File: config.mk
export PLATFORM = sky130hd
export DESIGN_NAME = atm_session_ctrl
export DESIGN_NICKNAME = d
export VERILOG_FILES = /design/src/rtl/atm_session_ctrl.sv
export SDC_FILE = /design/constraint.sdc
export NUM_CORES = 1
export LEC_CHECK = 0
export ABC_AREA = 1
export CAP_MARGIN = 5
export CORE_MARGIN = 8
export CORE_UTILIZATION = 43
export DETAILED_ROUTE_END_ITERATION = 6
export PLACE_DENSITY = 0.77
export SETUP_SLACK_MARGIN = 0.1
export SYNTH_ARGS = -nofsm -noshare
export SYNTH_HDL_FRONTEND = slang
export SYNTH_SLANG_ARGS = --single-unit
File: constraint.sdc
create_clock -name clk -period 1.9 [get_ports clk]
set_input_delay 0.19 -clock clk [delete_from_list [all_inputs] [get_ports clk]]
set_output_delay 0.19 -clock clk [all_outputs]
set_load 0.02 [all_outputs]
File: src/rtl/atm_session_ctrl.sv
// Clocked ATM session controller: card check, PIN entry with bounded retries,
// amount entry with range check, balance check, dispense and eject/retain.
// Every waiting state carries an inactivity timeout; all outputs are registered.
module atm_session_ctrl #(
  parameter int MAX_PIN_TRIES = 3,
  parameter int TIMEOUT       = 1000,
  parameter int AMOUNT_W      = 16,
  parameter int MAX_AMOUNT    = 1000
) (
  input  logic                                 clk,
  input  logic                                 rst,
  input  logic                                 cp,
  input  logic                                 c,
  input  logic                                 sf,
  input  logic                                 qd,
  input  logic [AMOUNT_W-1:0]                  amount,
  input  logic                                 chk_done,
  input  logic                                 chk_ok,
  input  logic                                 rq,
  output logic [3:0]                           state,
  output logic                                 chk_req,
  output logic [1:0]                           chk_sel,
  output logic [AMOUNT_W-1:0]                  amt_q,
  output logic                                 dispense,
  output logic                                 retract,
  output logic                                 eject,
  output logic                                 retain,
  output logic                                 amt_err,
  output logic                                 timeout,
  output logic [$clog2(MAX_PIN_TRIES+1)-1:0]   tries_left
);

  localparam int TW = $clog2(MAX_PIN_TRIES + 1);
  localparam int CW = $clog2(TIMEOUT);

  typedef enum logic [3:0] {
    IDLE     = 4'd0,
    CHK_CARD = 4'd1,
    PIN      = 4'd2,
    CHK_PIN  = 4'd3,
    AMT      = 4'd4,
    CHK_BAL  = 4'd5,
    DISPENSE = 4'd6,
    EJECT    = 4'd7,
    RETAIN   = 4'd8
  } state_t;

  state_t              state_q, state_d;
  logic [CW-1:0]       cnt_q, cnt_d;
  logic [TW-1:0]       tries_q, tries_d;
  logic [AMOUNT_W-1:0] amt_d;
  logic                chk_req_d, dispense_d, retract_d, eject_d, retain_d;
  logic                amt_err_d, timeout_d;
  logic [1:0]          chk_sel_d;
  logic                timed, evt, restart, done_ok;

  // Next-state, timeout and registered-output computation
  always_comb begin
    state_d    = state_q;
    cnt_d      = cnt_q;
    tries_d    = tries_q;
    amt_d      = amt_q;
    amt_err_d  = 1'b0;
    timeout_d  = 1'b0;
    retract_d  = 1'b0;
    timed      = 1'b0;
    evt        = 1'b0;
    restart    = 1'b0;
    // chk_req is high only in the first cycle of a check state, so it doubles
    // as the "ignore chk_done this cycle" marker.
    done_ok    = chk_done && !chk_req;

    case (state_q)
      IDLE: begin
        if (cp) state_d = CHK_CARD;
      end
      CHK_CARD: begin
        timed = 1'b1;
        if (done_ok) begin
          evt = 1'b1;
          if (chk_ok) begin
            state_d = PIN;
            tries_d = TW'(MAX_PIN_TRIES);
          end else begin
            state_d = EJECT;
          end
        end
      end
      PIN: begin
        timed = 1'b1;
        if (c) begin
          evt     = 1'b1;
          state_d = EJECT;
        end else if (sf) begin
          evt     = 1'b1;
          state_d = CHK_PIN;
        end
      end
      CHK_PIN: begin
        timed = 1'b1;
        if (done_ok) begin
          evt = 1'b1;
          if (chk_ok) begin
            state_d = AMT;
          end else begin
            tries_d = tries_q - TW'(1);
            state_d = (tries_d == '0) ? RETAIN : PIN;
          end
        end
      end
      AMT: begin
        timed = 1'b1;
        if (c) begin
          evt     = 1'b1;
          state_d = EJECT;
        end else if (qd) begin
          evt = 1'b1;
          if (amount == '0 || amount > AMOUNT_W'(MAX_AMOUNT)) begin
            amt_err_d = 1'b1;
            restart   = 1'b1;
          end else begin
            amt_d   = amount;
            state_d = CHK_BAL;
          end
        end
      end
      CHK_BAL: begin
        timed = 1'b1;
        if (done_ok) begin
          evt     = 1'b1;
          state_d = chk_ok ? DISPENSE : EJECT;
        end
      end
      DISPENSE: begin
        timed = 1'b1;
        if (rq) begin
          evt     = 1'b1;
          state_d = EJECT;
        end
      end
      EJECT: begin
        if (!cp) state_d = IDLE;
      end
      RETAIN: begin
        if (!cp) state_d = IDLE;
      end
      default: state_d = IDLE;
    endcase

    if (timed && !evt && cnt_q == CW'(TIMEOUT - 1)) begin
      state_d   = EJECT;
      timeout_d = 1'b1;
      retract_d = (state_q == DISPENSE);
    end

    // Card pulled mid-session: abandon everything, including a result that
    // arrives in the same cycle.
    if (timed && !cp) begin
      state_d   = IDLE;
      tries_d   = tries_q;
      amt_d     = amt_q;
      amt_err_d = 1'b0;
      timeout_d = 1'b0;
      retract_d = 1'b0;
    end

    if (state_d != state_q || restart) cnt_d = '0;
    else if (timed)                    cnt_d = cnt_q + CW'(1);

    chk_req_d  = (state_d != state_q) &&
                 (state_d == CHK_CARD || state_d == CHK_PIN || state_d == CHK_BAL);
    case (state_d)
      CHK_PIN: chk_sel_d = 2'd1;
      CHK_BAL: chk_sel_d = 2'd2;
      default: chk_sel_d = 2'd0;
    endcase
    dispense_d = (state_d == DISPENSE) && (state_q != DISPENSE);
    eject_d    = (state_d == EJECT);
    retain_d   = (state_d == RETAIN);
  end

  // State, counters and registered outputs
  always_ff @(posedge clk) begin
    if (rst) begin
      state_q  <= IDLE;
      cnt_q    <= '0;
      tries_q  <= TW'(MAX_PIN_TRIES);
      amt_q    <= '0;
      chk_req  <= 1'b0;
      chk_sel  <= 2'd0;
      dispense <= 1'b0;
      retract  <= 1'b0;
      eject    <= 1'b0;
      retain   <= 1'b0;
      amt_err  <= 1'b0;
      timeout  <= 1'b0;
    end else begin
      state_q  <= state_d;
      cnt_q    <= cnt_d;
      tries_q  <= tries_d;
      amt_q    <= amt_d;
      chk_req  <= chk_req_d;
      chk_sel  <= chk_sel_d;
      dispense <= dispense_d;
      retract  <= retract_d;
      eject    <= eject_d;
      retain   <= retain_d;
      amt_err  <= amt_err_d;
      timeout  <= timeout_d;
    end
  end

  assign state      = state_q;
  assign tries_left = tries_q;

endmodule

Word-level counts from Yosys, hierarchy flattened
Cells that the tools add are included. Widths: inputs -> output; s select.

Add/subtract/negate cells: 2. Magnitude comparators: 1. Equality and inequality tests: 21. Muxes and demuxes: 37. Bitwise gates (word level): 4. Reductions and logical operators: 25.

Operators with widths (count): $mux 4 (15); $pmux 4 s8 (1); $eq 4x3->1 const B (7); $gt 16x10->1 const B (1); $logic_not 16->1 (1); $mux 1 (13); $eq 4x2->1 const B (3); $add 10x1->10 const B (1); $eq 10x10->1 const B (1); $eq 4x1->1 const B (2); $eq 4x4->1 const B (2); $mux 2 (4); $ne 2x2->1 const B (4); $pmux 2 s2 (2); $logic_and 1x1->1 (6); $reduce_and 6->1 (1); $reduce_or 2->1 (3); $reduce_or 3->1 (2); $reduce_or 6->1 (1); $reduce_and 5->1 (1); $logic_not 4->1 (1); $logic_or 1x1->1 (4); $ne 4x3->1 const B (1); $ne 4x4->1 (1); 7 further kinds (12).

Register bits: 41. Bits of input ports: 25. Output and inout bits: 31. Logic and storage cells: 102.

Depth between registers and ports, before layout
Depth after elaboration: 13. Gate-level depth with buffers: 17. Gate-level depth less buffers: 16.

Worst setup path before layout
OpenSTA, ideal clock, no wires.

Path kind: register -> register. From: reg state_q[2], in the netlist state[2]. To: reg cnt_q[8]. Library setup time: 0.117 ns. Data arrival time: 1.853 ns. Data required time: 1.783 ns. Setup slack: -0.070 ns. Stages on the path, launching flop included: 17. Buffers on the path: 1. Period minus slack after synthesis: 1.970 ns. Cells stage by stage: dfxtp_1 buf_4 inv_1 nand2_1 nand2_1 nor2_4 nand2_2 a21oi_2 nand2_2 nand2_2 nand2_1 nand2_1 nand2_1 nand3_1 nor2_4 nand2_4 nor2_2.

Longest elaborated chain between the ends: 11. Elaborated cells between the ends (all ways): 36. Those cells by class: eq/ne: 9; mux: 17; reduce/logical: 10.

Ends and longest elaborated chain: start, declared (line 48) `state_t state_q, state_d;`; start signal, assigned (line 198) `state_q <= state_d;`; $eq 4x3->1, or another cell as far along (line 73) `case (state_q)`; $reduce_or 3->1 (no source line); $pmux 1 s4 (line 73); $logic_not 1->1 (line 150) `if (timed && !evt && cnt_q == CW'(TIMEOUT - 1)) begin`; $logic_and 1x1->1 (2 in series) (line 150); $mux 4 (line 150); $mux 4 (line 158) `if (timed && !cp) begin`; $ne 4x4->1 (line 167) `if (state_d != state_q || restart) cnt_d = '0;`; $logic_or 1x1->1 (line 167); $reduce_or 2->1 (no source line); end signal, assigned (line 199) `cnt_q <= cnt_d;`; end, declared (line 49) `logic [CW-1:0] cnt_q, cnt_d;`.

Several ways; a longest one is shown, not always the timed one. A chain may end at the register's enable or synchronous reset.

Worst setup path after layout
From: reg state_q[0], in the netlist state[0]. To: reg chk_req.

Longest elaborated chain between the ends: 12. Elaborated cells between the ends (all ways): 39. Those cells by class: eq/ne: 12; mux: 16; reduce/logical: 11.

Ends and longest elaborated chain: $eq 4x3->1, or another cell as far along (line 73); $reduce_or 3->1 (no source line); $pmux 1 s4 (line 73); $logic_not 1->1 (line 150); $logic_and 1x1->1 (2 in series) (line 150); $mux 4 (line 150); $mux 4 (line 158); $eq 4x1->1 / $eq 4x2->1 (equally long branches) (line 171) `(state_d == CHK_CARD || state_d == CHK_PIN || state_d == CHK_BAL);`; $logic_or 1x1->1 (2 in series) (line 171); $logic_and 1x1->1 (*) (line 170) `chk_req_d = (state_d != state_q) &&`; end signal, assigned (line 202) `chk_req <= chk_req_d;`; end, declared (line 21) `output logic chk_req,`.

Every way passes the cells marked *; elsewhere a longest branch is shown, timed or not.

==> impl_metrics.yaml <==
outcome:
  outcome: "finished with violations"
  violations: "negative setup slack"
setup_path:
  crit_type: "reg2reg"
  arrival_ns: 2.20
  start_kind: "flip-flop"
  max_stage_delay_ns: 0.47
  r2r_start: "state[0]$_SDFF_PP0_"
  worstSetupEndpointType: "flip-flop"
  crit_top_cell: "nand2_2"
  cp_max_fo: 8
  slowest_stage: "dfxtp_4"
  required_ns: 2.14
  critPathLaunch: "state[0]$_SDFF_PP0_"
  path_cells: "nor2_2 -> nand2_2 -> nand2_2 -> nor2_4 -> nand2_2 -> a21oi_2 -> nand2_2 -> nand3_2 -> nand2_2 -> buf_4 -> buf_4 -> inv_2 -> o211ai_1 -> nor2_1"
timing:
  fin_ws_ns: -0.0656
  relSlewSlack: 0.689
  period_share: 1.03
  maxSlewViolCount: 0
  setup_violations: 12
  tightest_slew_ns: 0.466
  hold_viol_final: 0
  clock-skew-final_ns: 0.00368
  holdWs_ns: 0.459
  rsz0062_at_grt: "true"
  fmaxAchievable_ghz: 0.509
  fin_crit_ns: 1.97
global_route:
  use_met1: 0.192
  grt_pass1_vias: 2279
  top_usage_layer: "met2"
  antenna_found_initial: 0
  grt_remaining_overflow: 0
  use_met3: 0.0627
  grt_max_degree: 15
  grt_pass1_wl_um: 10400
  grtUsageTotal: 0.177
  met2_usage: 0.299
clock_network:
  cts_tree: "built"
  cts.sinks: 41
  clkTransAtPathRegs_ns: 0.08
  clk_latency_ns: 0.30
  cts_root_buffer: "clkbuf_8"
  cts_made_buffers: 5
  htree_levels: 2
  max-clock-path-buffers: 2
  postCtsHoldBufs: 0
finish:
  area_growth_pct: 64.6
  drive_gt1_frac: 0.379
  num_antenna_cells: 0
  nets: 422
  stdcell_count: 450
detailed_routing:
  routed-via-count: 2254
  antenna_left: 0
  drc: 0
  drt_iter0_markers: 145
  drt_wl_total_um: 6530
  wl_per_cell_um: 14.5
  drt_pass1_iterations: 4
  routed_via_density: 5.01
synth:
  ys_ff_latch: 41
  netlist_area_mm2: 0.00207
  yosys.area.top_type: "dfxtp_1"
  yosysUniqueCellTypes: 29
  synth_top_area_share: 0.397
  yosysSeqAreaShare: 0.397
  syn_avg_cell_area_um2: 7.22
  synth.area.top_cells: "dfxtp_1, nor2_1, nand2_1, nand3_1, inv_1"
  syn_inst: 286
  syn_nets: 313
  yosys_warnings: 0
floorplan:
  num_rows: 25
  fp.coreArea_mm2: 0.00469
  die_x_um: 85.3
  io_pins: 56
  die_area_mm2: 0.00728
  start_util: 0.440
  die_h_um: 85.3
placed_design:
  place_inst: 423
  port_buffers: 55
  gp_congestion: 0.943
  hpwlAfterDp_um: 4510
min_path:
  holdCritPathClass: "reg2reg"
  min_from: "amt_q[14]$_SDFFE_PP0P_"
pwr:
  powerDensity_mw_per_mm2: 1170
  peakVddDrop_mv: 0.836
  finalPower_w: 0.00399
  leakagePower_nw: 1.52
flow_run:
  maxCapViolCount: 0
[logic make-up (layout without fill, tap and decap cells)]
| kind of cell | count (synthesis) | after routing | synth area share |
|---|---|---|---|
| AOI/OAI and AO/OA | 35 | 35 | 0.0896 |
| muxes | 1 | 1 | 0.00485 |
| adders and majority gates | 2 | 2 | 0.0121 |
| and+or+nand+nor | 149 | 150 | 0.362 |
| xor gates and xnor gates | 10 | 10 | 0.0424 |
| buffers and inverters | 48 | 157 | 0.0915 |
| DFF | 41 | 41 | 0.397 |
[layer usage]
layer	wire (um)	vias up
met4	153	0
met1	2640	1036
met5	0	-
met3	513	16
met2	3220	76
li1	-	1126
[flip-flops by register name, summed over array words and instances, names as in the netlist]
name        flops
cnt_q          10
eject           1
retain          1
chk_req         1
timeout         1
amt_q          16
tries_left      2
retract         1
chk_sel         2
dispense        1
amt_err         1
state           4
[worst paths after layout]
| check | end | slack [ns] | depth (start not counted) |
|---|---|---|---|
| max | chk_req$_SDFF_PP0_ | -0.07 | 14 |
| min | amt_q[14]$_SDFFE_PP0P_ | 0.46 | 2 |
| max reg2reg | chk_req$_SDFF_PP0_ | -0.07 | 14 |
| min reg2reg | amt_q[14]$_SDFFE_PP0P_ | 0.46 | 2 |
[cells in the final DEF (no fill, tap or decap), types with 2 or more instances in the layout]
cell / count
a21oi_1: 7
a21oi_2: 3
buf_4: 52
clkbuf_8: 5
clkdlybuf4s50_1: 55
dfxtp_1: 35
dfxtp_2: 2
dfxtp_4: 4
inv_1: 29
inv_2: 7
inv_4: 4
inv_6: 2
nand2_1: 24
nand2_2: 15
nand2_4: 9
nand3_1: 18
nand3_2: 9
nand4_1: 5
nor2_1: 39
nor2_2: 12
nor2_4: 9
nor3_1: 2
nor3_2: 5
o211ai_1: 2
o21ai_0: 11
o21ai_1: 5
o21ai_2: 6
xnor2_1: 3
xor2_1: 7
[through the flow]
step | utilization | instance area [um^2] | TNS (ns) | worst slack (ns)
after global placement | 0.625 | 2930 | -2.52 | -0.218
final | 0.725 | 3400 | -0.613 | -0.0656
after global routing | 0.725 | 3400 | -2.13 | -0.180
after detailed placement | 0.625 | 2930 | -3.21 | -0.286
after CTS | 0.685 | 3220 | 0 | 0.0242
after floorplan | - | 2090 | 0 | 0.0527
[critical path: cells and delay by family (launching register included)]
family	cells	cell delay (ns)
and+or+nand+nor	9	0.85
DFF	1	0.47
buffers and inverters	3	0.33
AOI/OAI and AO/OA	2	0.24
[cell usage after synthesis]
| cell type | instances |
|---|---|
| inv_1 | 33 |
| inv_2 | 8 |
| nand2_1 | 37 |
| o22ai_1 | 1 |
| nor3b_1 | 1 |
| ha_1 | 2 |
| nor2_4 | 3 |
| mux2i_1 | 1 |
| nor2_1 | 44 |
| o211ai_1 | 2 |
| nor4_1 | 1 |
| buf_4 | 2 |
| nand3_1 | 25 |
| nand2_4 | 3 |
| clkbuf_1 | 4 |
| nand2_2 | 7 |
| dfxtp_1 | 41 |
| a21oi_1 | 9 |
| nor2_2 | 13 |
| nor3_1 | 6 |
| xor2_1 | 7 |
| nand4_1 | 5 |
| o21ai_0 | 22 |
| nor4_4 | 1 |
| nor3_2 | 1 |
| nand3_2 | 2 |
| a21oi_2 | 1 |
| xnor2_1 | 3 |
| buf_2 | 1 |
[what timing repair did]
action | 4_1_cts | 5_1_grt
buffers inserted | 9 | 8
hold endpoints to repair | 0 | 0
resized for setup | 37 | 38
pin swaps | 24 | 12
cloned | 1 | 1
setup endpoints to repair | 16 | 27
[cell type report]
cell class	instances	area (um^2)
fill	362	1290
multi-input combinational	198	1260
timing repair buffer	108	952
sequential	41	838
inverter	41	169
clock buffer	5	68.8
tap	54	67.6
clock inverter	3	43.8
[report_power, final]
group / switching (W) / leakage (nW) / internal [W] / total (W)
Sequential: 0.000124 / 0.333 / 0.000933 / 0.00106
Combinational: 0.00122 / 1.13 / 0.000983 / 0.00221
Clock: 0.000331 / 0.0585 / 0.000394 / 0.000725
No activity file was read; power rests on OpenSTA's default activity.
